**src/rtl/gray_pkg.sv**
```systemverilog
// Shared types and helpers for the Gray-code receive path.
// Holds the tracker state encoding and the Gray-to-binary function.
package gray_pkg;

  localparam int ST_W = 2;

  typedef enum logic [ST_W-1:0] {
    ACQUIRE = 2'd0,
    TRACK   = 2'd1,
    FAULT   = 2'd2
  } state_t;

  // Zero-extended input decodes to the same low bits at any width.
  function automatic logic [31:0] gray2bin(input logic [31:0] g);
    logic [31:0] b;
    b[31] = g[31];
    for (int i = 30; i >= 0; i--) begin
      b[i] = b[i+1] ^ g[i];
    end
    return b;
  endfunction

endpackage

```
**src/rtl/gray2bin_comb.sv**
```systemverilog
// Pure combinational Gray-to-binary decoder.
// Shared by the receive tracker and the counter self-check.
module gray2bin_comb
  import gray_pkg::*;
#(
  parameter int WIDTH = 3
) (
  input  logic [WIDTH-1:0] Gray,
  output logic [WIDTH-1:0] Bin
);

  logic [31:0] full;

  assign full = gray2bin(32'(Gray));
  assign Bin  = full[WIDTH-1:0];

endmodule

```
**src/rtl/gray_decoder.sv**
```systemverilog
// Receive end of the Gray counter link: decodes, tracks
// direction and wrap, and flags any non +/-1 step.
module gray_decoder
  import gray_pkg::*;
#(
  parameter int WIDTH = 3
) (
  input  logic             Clk,
  input  logic             Reset_n,
  input  logic             Valid,
  input  logic             Resync,
  input  logic [WIDTH-1:0] GrayIn,
  output logic [WIDTH-1:0] Binary,
  output logic             Locked,
  output logic             Step,
  output logic             Dir,
  output logic             Overflow,
  output logic             Underflow,
  output logic             Error
);

  localparam logic [WIDTH-1:0] ONE  = WIDTH'(1);
  localparam logic [WIDTH-1:0] ZERO = '0;
  localparam logic [WIDTH-1:0] TOP  = '1;

  state_t           state, state_n;
  logic [WIDTH-1:0] dec, up, dn, bin_n;
  logic             locked_n, step_n, dir_n;
  logic             ovf_n, unf_n, err_n;

  gray2bin_comb #(.WIDTH(WIDTH)) u_dec (
    .Gray (GrayIn),
    .Bin  (dec)
  );

  assign up = Binary + ONE;
  assign dn = Binary - ONE;

  always_ff @(posedge Clk or negedge Reset_n) begin
    if (!Reset_n) begin
      state     <= ACQUIRE;
      Binary    <= '0;
      Locked    <= 1'b0;
      Step      <= 1'b0;
      Dir       <= 1'b0;
      Overflow  <= 1'b0;
      Underflow <= 1'b0;
      Error     <= 1'b0;
    end else begin
      state     <= state_n;
      Binary    <= bin_n;
      Locked    <= locked_n;
      Step      <= step_n;
      Dir       <= dir_n;
      Overflow  <= ovf_n;
      Underflow <= unf_n;
      Error     <= err_n;
    end
  end

  always_comb begin
    state_n  = state;
    bin_n    = Binary;
    locked_n = Locked;
    step_n   = 1'b0;
    dir_n    = Dir;
    ovf_n    = Overflow;
    unf_n    = Underflow;
    err_n    = Error;
    if (Resync) begin
      state_n  = ACQUIRE;
      locked_n = 1'b0;
      ovf_n    = 1'b0;
      unf_n    = 1'b0;
      err_n    = 1'b0;
    end else if (Valid) begin
      unique case (state)
        ACQUIRE: begin
          bin_n    = dec;
          locked_n = 1'b1;
          state_n  = TRACK;
        end
        TRACK: begin
          // Legality is binary distance, not Hamming distance.
          unique case (1'b1)
            (dec == Binary): ;
            (dec == up): begin
              bin_n  = dec;
              step_n = 1'b1;
              dir_n  = 1'b1;
              if (Binary == TOP) ovf_n = 1'b1;
            end
            (dec == dn): begin
              bin_n  = dec;
              step_n = 1'b1;
              dir_n  = 1'b0;
              if (Binary == ZERO) unf_n = 1'b1;
            end
            default: begin
              err_n    = 1'b1;
              locked_n = 1'b0;
              state_n  = FAULT;
            end
          endcase
        end
        FAULT: ;
        default: state_n = ACQUIRE;
      endcase
    end
  end

endmodule

```
**config.mk**
```make
export PLATFORM = sky130hd
export DESIGN_NAME = gray_decoder
export DESIGN_NICKNAME = d
export VERILOG_FILES = /design/src/rtl/gray_pkg.sv /design/src/rtl/gray2bin_comb.sv /design/src/rtl/gray_decoder.sv
export SDC_FILE = /design/constraint.sdc
export NUM_CORES = 1
export LEC_CHECK = 0
export BUFFER_PORTS_ARGS = -buffer_cell sky130_fd_sc_hd__buf_2
export CORE_MARGIN = 2
export CORE_UTILIZATION = 46
export DETAILED_ROUTE_END_ITERATION = 8
export PLACE_DENSITY = 0.8
export SYNTH_ARGS = -nofsm -noshare
export SYNTH_HDL_FRONTEND = slang
export SYNTH_HIERARCHICAL = 1
export SYNTH_SLANG_ARGS = --single-unit
```
**constraint.sdc**
```tcl
create_clock -name Clk -period 1.75 [get_ports Clk]
set_input_delay 0.0875 -clock Clk [delete_from_list [all_inputs] [get_ports Clk]]
set_output_delay 0.0875 -clock Clk [all_outputs]
set_load 0.01 [all_outputs]
```
==> key figures, run 1 <==
Synthesis
  – Main combinational cell family by area after synthesis: simple AND/OR/NAND/NOR gates
  – Synth Register Bits: 11
  – Yosys warnings: 6
  – Compound-Gate Fraction of Synth Area: 13.41%
  – Leading register cell type out of synthesis: dfrtp_1
  – Asr flop ratio synth: 100.0%
  – Syn Nets: 74
  – Mux cell area share after synthesis: 4.891%
  – EDFF count, synth: 0
  – Synth Cell Area: 690.7 µm²
  – Synth Area in XOR/XNOR: 14.31%
  – Unique masters post-synth: 27
  – Post-Synth Simple-Gate Area: 14.31%
  – Sequential-to-total area share from yosys stat: 39.86%
  – Post-synthesis adder-cell area fraction: 7.246%
  – Mean area per synthesized cell: 10.96 µm²
  – Cells after Synth: 63

Layout
  – Nets: 100
  – Share of layout cells above drive strength 1: 54.55%
  – Leading cell type in the layout, fill and taps excluded: buf_2
  – Most frequent cells in the layout: buf_2 (15), dfrtp_1 (9), nor2_1 (8)
  – Core Util, Final: 71.36%
  – Fill cells: 105
  – Final antenna diode count: 0
  – P&R area growth vs syn: 39.49%

Floorplan
  – I/O pin count: 16
  – Num rows: 13
  – Die height: 42.75 µm
  – Die area: 1828 µm²
  – Core Area: 1350 µm²
  – Die Wd: 42.75 µm
  – Initial Utilization: 51.16%

Global routing
  – Met2 global-route usage: 33.64%
  – GRT Residual Overflow: 0
  – Largest net degree at the start of global routing: 12
  – First-pass GRT wire length: 2539 µm
  – Total track usage: 18.28%
  – Met1 GRT Util: 21.51%
  – Vias in the first global route: 590
  – Met3 Track Usage GR: 2.553%
  – GRT Max-Usage Layer: met2
  – Initial antenna violation count: 0

Worst setup path
  – Most frequent CP cell: ha_4
  – Critical Path Start Type: flip-flop
  – Critical path's slowest cell: dfrtp_2
  – Max FO, Critical Path: 3
  – Crit path kind: flip-flop to flip-flop
  – Worst setup EP type: flip-flop
  – Crit-path max cell delay: 0.44 ns
  – Crit-path cells: ha_4 -> ha_4 -> xor2_4 -> nor3b_4 -> o31ai_4 -> mux2_4
  – Data arrival, critical path: 2.04 ns
  – Worst Path Required: 1.90 ns

Power and ir drop
  – Logic pwr share: 65.8%
  – Clock power share: 10.1%
  – Total internal power: 1.025 mW
  – Leak Pwr: 0.4630 nW
  – Peak VDD IR: 0.001146 V
  – Switching pwr: 684.9 µW
  – Tot Pwr: 1.710 mW
  – Flop pwr share: 24.2%
  – PD cells: 1775 nW/µm²
  – Sw frac: 40.06%

Clock network
  – CTS Buf Count: 3
  – H-tree depth: 1
  – Sink Count: 11
  – Reg clk slew, reported paths: 0.07 ns
  – CTS Root Cell: clkbuf_4
  – CTS tree: done
  – Setup Fix Bufs, Post-CTS: 0
  – CTS Buffer Depth: 2
  – Worst skew pair latency: 0.26 ns

Drt
  – Drt drc: 0
  – DR vias: 538
  – Routed Antenna Nets: 0
  – First DRT Iteration DRCs: 7
  – WL/cell: 13.80 µm
  – Vias per cell: 5.223
  – Final wirelength: 1421 µm
  – DR pass1 iterations: 4

STA
  – Skew final: 0.002866 ns
  – Period utilization: 107.8%
  – Relative slew slack: 72.79%
  – RSZ-0062 raised after global routing: true
  – Fmax: 530.1 MHz
  – Min Tclk post-route: 1.886 ns
  – Hold slack: 0.08230 ns
  – Fin. max-slew vios: 0
  – Worst-Margin Slew: 0.4067 ns
  – Final Hold Violating Endpoints: 0
  – Final worst slack: -0.1364 ns
  – Count of final setup violators: 7

Placed design
  – Post-DP HPWL: 1181 µm
  – IO buf count: 15
  – Gpl congestion: 0.7642
  – Place WS: -0.2105 ns

Status
  – Failing checks: setup timing
  – Run status: complete, but fails checks

Job
  – Max-cap violations: 0

Min path
  – Hold Crit Class: input port to flip-flop
[power by group through the flow]
stage / Sequential (mW) / Combinational (mW) / Clock (mW)
2_1_floorplan: 0.446 / 0.625 / 0
3_3_place_gp: 0.403 / 0.942 / 0
3_5_place_dp: 0.410 / 0.966 / 0
4_1_cts: 0.414 / 1.11 / 0.176
5_1_grt: 0.424 / 1.22 / 0.193
6_report: 0.414 / 1.12 / 0.172
[final timing paths]
check	start	endpoint	slack, ns	depth (start not counted)
worst max-delay path	Binary[0]$_DFFE_PN0P_	Binary[2]$_DFFE_PN0P_	-0.14	6
worst min-delay path	Valid	state[0]$_DFFE_PN0P_	0.08	2
worst max register to register	Binary[0]$_DFFE_PN0P_	Binary[2]$_DFFE_PN0P_	-0.14	6
worst min register to register	Overflow$_DFFE_PN0P_	Overflow$_DFFE_PN0P_	0.51	2
max in group asynchronous	Reset_n	Binary[0]$_DFFE_PN0P_	1.31	2
min in group asynchronous	Reset_n	state[1]$_DFFE_PN0P_	0.22	2
[cells by family after synthesis]
group,Yosys count
flip-flops,11
buffers and inverters,8
adder cells (fa/ha/maj),4
multiplexers,3
XOR/XNOR,8
AO/OA/AOI/OAI,10
AND/OR/NAND/NOR,19
[worst max-delay path, delay by kind of cell (launching register included)]
family | cells | cell delay [ns]
AO/OA/AOI/OAI | 1 | 0.30
XOR/XNOR | 1 | 0.17
adder cells (fa/ha/maj) | 2 | 0.46
flip-flops | 1 | 0.44
multiplexers | 1 | 0.33
AND/OR/NAND/NOR | 1 | 0.08
[synthesized netlist by cell type, drive strengths merged, types with 2 or more instances]
cell    n  share of area [%]
nand2   3                1.6
xor2    6                7.6
dfrtp  11                 40
mux2    3                4.9
or3     2                2.5
nor2    8                4.3
ha      4                7.2
a21oi   2                1.4
inv     5                2.7
nor3    3                2.2
o22ai   2                3.6
buf     3                3.3
[state kept, by name, summed over array words and instances (netlist names)]
name       cells
Dir            1
Error          1
Underflow      1
Binary         3
Overflow       1
Locked         1
Step           1
state          2
[layer usage]
layer	up-vias	part of all wire, %
met1	259	42
met3	0	3.5
met5	-	0
li1	265	-
met4	0	0
met2	14	55
[cell type report]
cell class              instances  area, µm²  area share [%]
clock buffers                   3      22.52           2.338
well taps                      15      18.77           1.948
flip-flops and latches         11      277.8           28.83
clock inverters                 1      5.005          0.5195
inverters                       5      18.77           1.948
multi-input cells              44      471.7           48.96
repair buffers                 24      148.9           15.45
[per-stage QoR]
stage,TNS [ns],instance area (µm²),cells
finish,-0.6979,963.4,103
global placement,-0.7580,870.8,98
floorplan,-0.6394,739.5,63
CTS,-0.8471,953.4,103
detailed placement,-1.163,870.8,98
global route,-1.141,963.4,103
[timing repair]
action                                 CTS  global route
endpoints found under the hold margin   11             0
pin swaps                                6             4
resized for setup                        6             3
setup endpoints to repair                8             9
hold buffers                             1             0
No activity file was read; power rests on OpenSTA's default activity.
==> inputs of run 2 (changes only) <==
--- a/config.mk
+++ b/config.mk
@@ -5,11 +5,12 @@
 export SDC_FILE = /design/constraint.sdc
 export NUM_CORES = 1
 export LEC_CHECK = 0
+export ABC_AREA = 1
 export BUFFER_PORTS_ARGS = -buffer_cell sky130_fd_sc_hd__buf_2
 export CORE_MARGIN = 2
-export CORE_UTILIZATION = 46
+export CORE_UTILIZATION = 30
 export DETAILED_ROUTE_END_ITERATION = 8
-export PLACE_DENSITY = 0.8
+export PLACE_DENSITY = 0.57
 export SYNTH_ARGS = -nofsm -noshare
 export SYNTH_HDL_FRONTEND = slang
 export SYNTH_HIERARCHICAL = 1
==> run 2 against run 1 <==
Net effect: the flow now finishes without violations; sequential cell count unchanged; die area increased by 74%; synthesized area increased by 19%; critical path depth increased by 4; setup slack improved by 0.26 ns; total power decreased by 20%; wire length increased by 14%; via count increased by 30%; global-route usage decreased by 6.6 points; fmax increased by 16%; final area increased by 1.6%; largest power group unchanged.
==> key figures, run 2 <==
Layout
  – Most frequent cells in the layout: nand2_1 (37), buf_2 (15), inv_1 (11)
  – P&R area growth vs syn: 18.84%
  – Max reg flops: 3
  – Largest Register: Binary
  – Share of layout cells above drive strength 1: 39.06%
  – Nets: 140
  – Final antenna diode count: 0
  – Biggest regs: Binary: 3 flops, state: 2 flops
  – Fin area: 978.4 µm²
  – Leading cell type in the layout, fill and taps excluded: nand2_1

Drt
  – DR vias: 701
  – DR pass1 iterations: 4
  – WL/cell: 10.25 µm
  – Routed Antenna Nets: 0
  – Final wirelength: 1620 µm
  – Drt drc: 0
  – Vias per cell: 4.437
  – First DRT Iteration DRCs: 8

Synthesis
  – Syn Nets: 119
  – Cells after Synth: 108
  – Leading register cell type out of synthesis: dfrtp_1
  – Synth Register Bits: 11
  – Post-synth top area share: 33.43%
  – Synth top area cells: dfrtp_1 (33%), nand2_1 (18%), nand2_4 (6.8%)
  – EDFF count, synth: 0
  – Top-count cell post-synth: nand2_1
  – Area leader, netlist: dfrtp_1
  – Mean area per synthesized cell: 7.623 µm²
  – Commonest cells post-synth: nand2_1 (39), dfrtp_1 (11), inv_1 (11), inv_2 (9), nand2_4 (5)
  – Asr flop ratio synth: 100.0%
  – Unique masters post-synth: 21
  – Synth Cell Area: 823.3 µm²
  – Yosys warnings: 6
  – Sequential-to-total area share from yosys stat: 33.43%

Worst setup path
  – Crit-path cells: ha_1 -> ha_1 -> inv_1 -> nand2_1 -> nand2_2 -> nand3_4 -> nand3_2 -> nand2_1 -> nand3_1 -> nand2_1
  – R2R cell count: 10
  – Max FO, Critical Path: 5
  – Cell depth of the worst setup path: 10
  – Buf/Inv on CP: 1
  – Crit path kind: flip-flop to flip-flop
  – Family with the most delay on the worst path: simple AND/OR/NAND/NOR gates
  – Worst setup EP type: flip-flop
  – Crit-path max cell delay: 0.44 ns
  – Critical path's slowest cell: dfrtp_2
  – Worst r2r dst: Error$_DFFE_PN0P_
  – Data arrival, critical path: 1.79 ns
  – Critical Path Start Type: flip-flop
  – Worst Path Required: 1.92 ns
  – Setup slack, reg-to-reg: 0.12 ns
  – RR Startpoint: Binary[0]$_DFFE_PN0P_
  – Most frequent CP cell: nand2_1

STA
  – Period utilization: 92.98%
  – Relative slew slack: 82.19%
  – Hold slack: 0.05825 ns
  – Final Hold Violating Endpoints: 0
  – Worst-Margin Slew: 0.2671 ns
  – Skew final: 0.003495 ns
  – Fmax: 614.6 MHz
  – Min Tclk post-route: 1.627 ns
  – RSZ-0062 raised after global routing: false
  – Fin. max-slew vios: 0
  – Setup TNS Final: 0 ns
  – Final worst slack: 0.1228 ns
  – Count of final setup violators: 0

Power and ir drop
  – Flop pwr share: 29.0%
  – Leak Pwr: 0.5864 nW
  – Clock power share: 13.2%
  – Tot Pwr: 1.375 mW
  – Logic pwr share: 57.9%
  – Total internal power: 724.5 µW
  – Switching pwr: 650.1 µW
  – Peak VDD IR: 0.0007228 V
  – Sw frac: 47.29%
  – PD cells: 1405 nW/µm²

Status
  – Run status: complete, no violations

Clock network
  – CTS Root Cell: clkbuf_4
  – H-tree depth: 1
  – Reg clk slew, reported paths: 0.08 ns
  – CTS Buf Count: 3
  – CTS tree: done
  – CTS Buffer Depth: 2
  – Sink Count: 11
  – Worst skew pair latency: 0.27 ns

Placed design
  – Placed Instance Area: 928.4 µm²
  – Place WS: 0.09534 ns
  – Post-DP HPWL: 1319 µm
  – Gpl congestion: 0.7647
  – IO buf count: 15

Min path
  – Hold Path Sink: Underflow$_DFFE_PN0P_
  – Worst hold start: Resync
  – Hold Crit Class: input port to flip-flop
  – Hold Path Cell Cnt: 2

Floorplan
  – Die area: 3179 µm²
  – Initial Utilization: 32.35%
  – Num rows: 18
  – Die Wd: 56.39 µm
  – I/O pin count: 16
  – Die height: 56.39 µm
  – Core Area: 2545 µm²

Global routing
  – Total track usage: 11.70%
  – First-pass GRT wire length: 2911 µm
  – Vias in the first global route: 690
  – Largest net degree at the start of global routing: 12
  – Initial antenna violation count: 0
  – GRT Residual Overflow: 0

Job
  – Max-cap violations: 0
## run 2: per-layer routing
metal | global-route usage [%] | part of all wire, % | wire length, µm
met5 | 0 | 0 | 0
met4 | 3.061 | 0.74 | 12
met3 | 4.147 | 5.4 | 88
met2 | 20.00 | 46 | 751
met1 | 13.86 | 47 | 767
## run 2: worst max path at each step
stage	start	to	slack, ns
finish	Binary[0]$_DFFE_PN0P_	Error$_DFFE_PN0P_	0.12
global route	Binary[0]$_DFFE_PN0P_	state[1]$_DFFE_PN0P_	0.02
CTS	Binary[0]$_DFFE_PN0P_	Error$_DFFE_PN0P_	0.08
detailed placement	Binary[0]$_DFFE_PN0P_	Error$_DFFE_PN0P_	0.1
global placement	Binary[0]$_DFFE_PN0P_	Binary[0]$_DFFE_PN0P_	0.12
floorplan	Binary[0]$_DFFE_PN0P_	Binary[2]$_DFFE_PN0P_	0.13
## run 2: logic make-up (layout without fill, tap and decap cells)
| kind of cell | after synthesis | after routing | share of synthesized area [%] |
|---|---|---|---|
| buf+inv | 21 | 41 | 10.03 |
| fa+ha+maj | 4 | 4 | 6.079 |
| simple gates | 63 | 63 | 43.01 |
| flops | 11 | 11 | 33.43 |
| compound gates | 9 | 9 | 7.447 |
## run 2: worst register-to-register path, cell delays in order (launching register included)
cell,delay [ns]
dfrtp_2,0.44
ha_1,0.21
ha_1,0.28
inv_1,0.06
nand2_1,0.05
nand2_2,0.07
nand3_4,0.09
nand3_2,0.10
nand2_1,0.07
nand3_1,0.09
nand2_1,0.06
## run 2: power groups by stage
| stage | clock network, mW | logic, mW | registers, mW |
|---|---|---|---|
| 3_5_place_dp | 0 | 0.774 | 0.400 |
| 2_1_floorplan | 0 | 0.584 | 0.420 |
| 3_3_place_gp | 0 | 0.758 | 0.397 |
| 4_1_cts | 0.188 | 0.778 | 0.397 |
| 5_1_grt | 0.198 | 0.892 | 0.410 |
| 6_report | 0.181 | 0.795 | 0.398 |
## run 2: cell type report
type                    instances  area [µm²]
fillers                       271        1567
repair buffers                 17       92.59
well taps                      30       37.54
inverters                      20       75.07
clock buffers                   4       26.28
flip-flops and latches         11       276.5
multi-input cells              76       470.5
## run 2: per-stage QoR
step / std cells / utilization [%]
floorplan: 108 / -
global placement: 152 / 36.48
detailed placement: 152 / 36.48
CTS: 157 / 37.91
global route: 158 / 38.45
finish: 158 / 38.45
## run 2: repair_timing
item                                    CTS  global route
endpoints found under the setup margin    0             6
gates resized for setup                   0             3
buffers inserted                          0             1
hold endpoints to repair                 11             0
hold buffers                              1             0
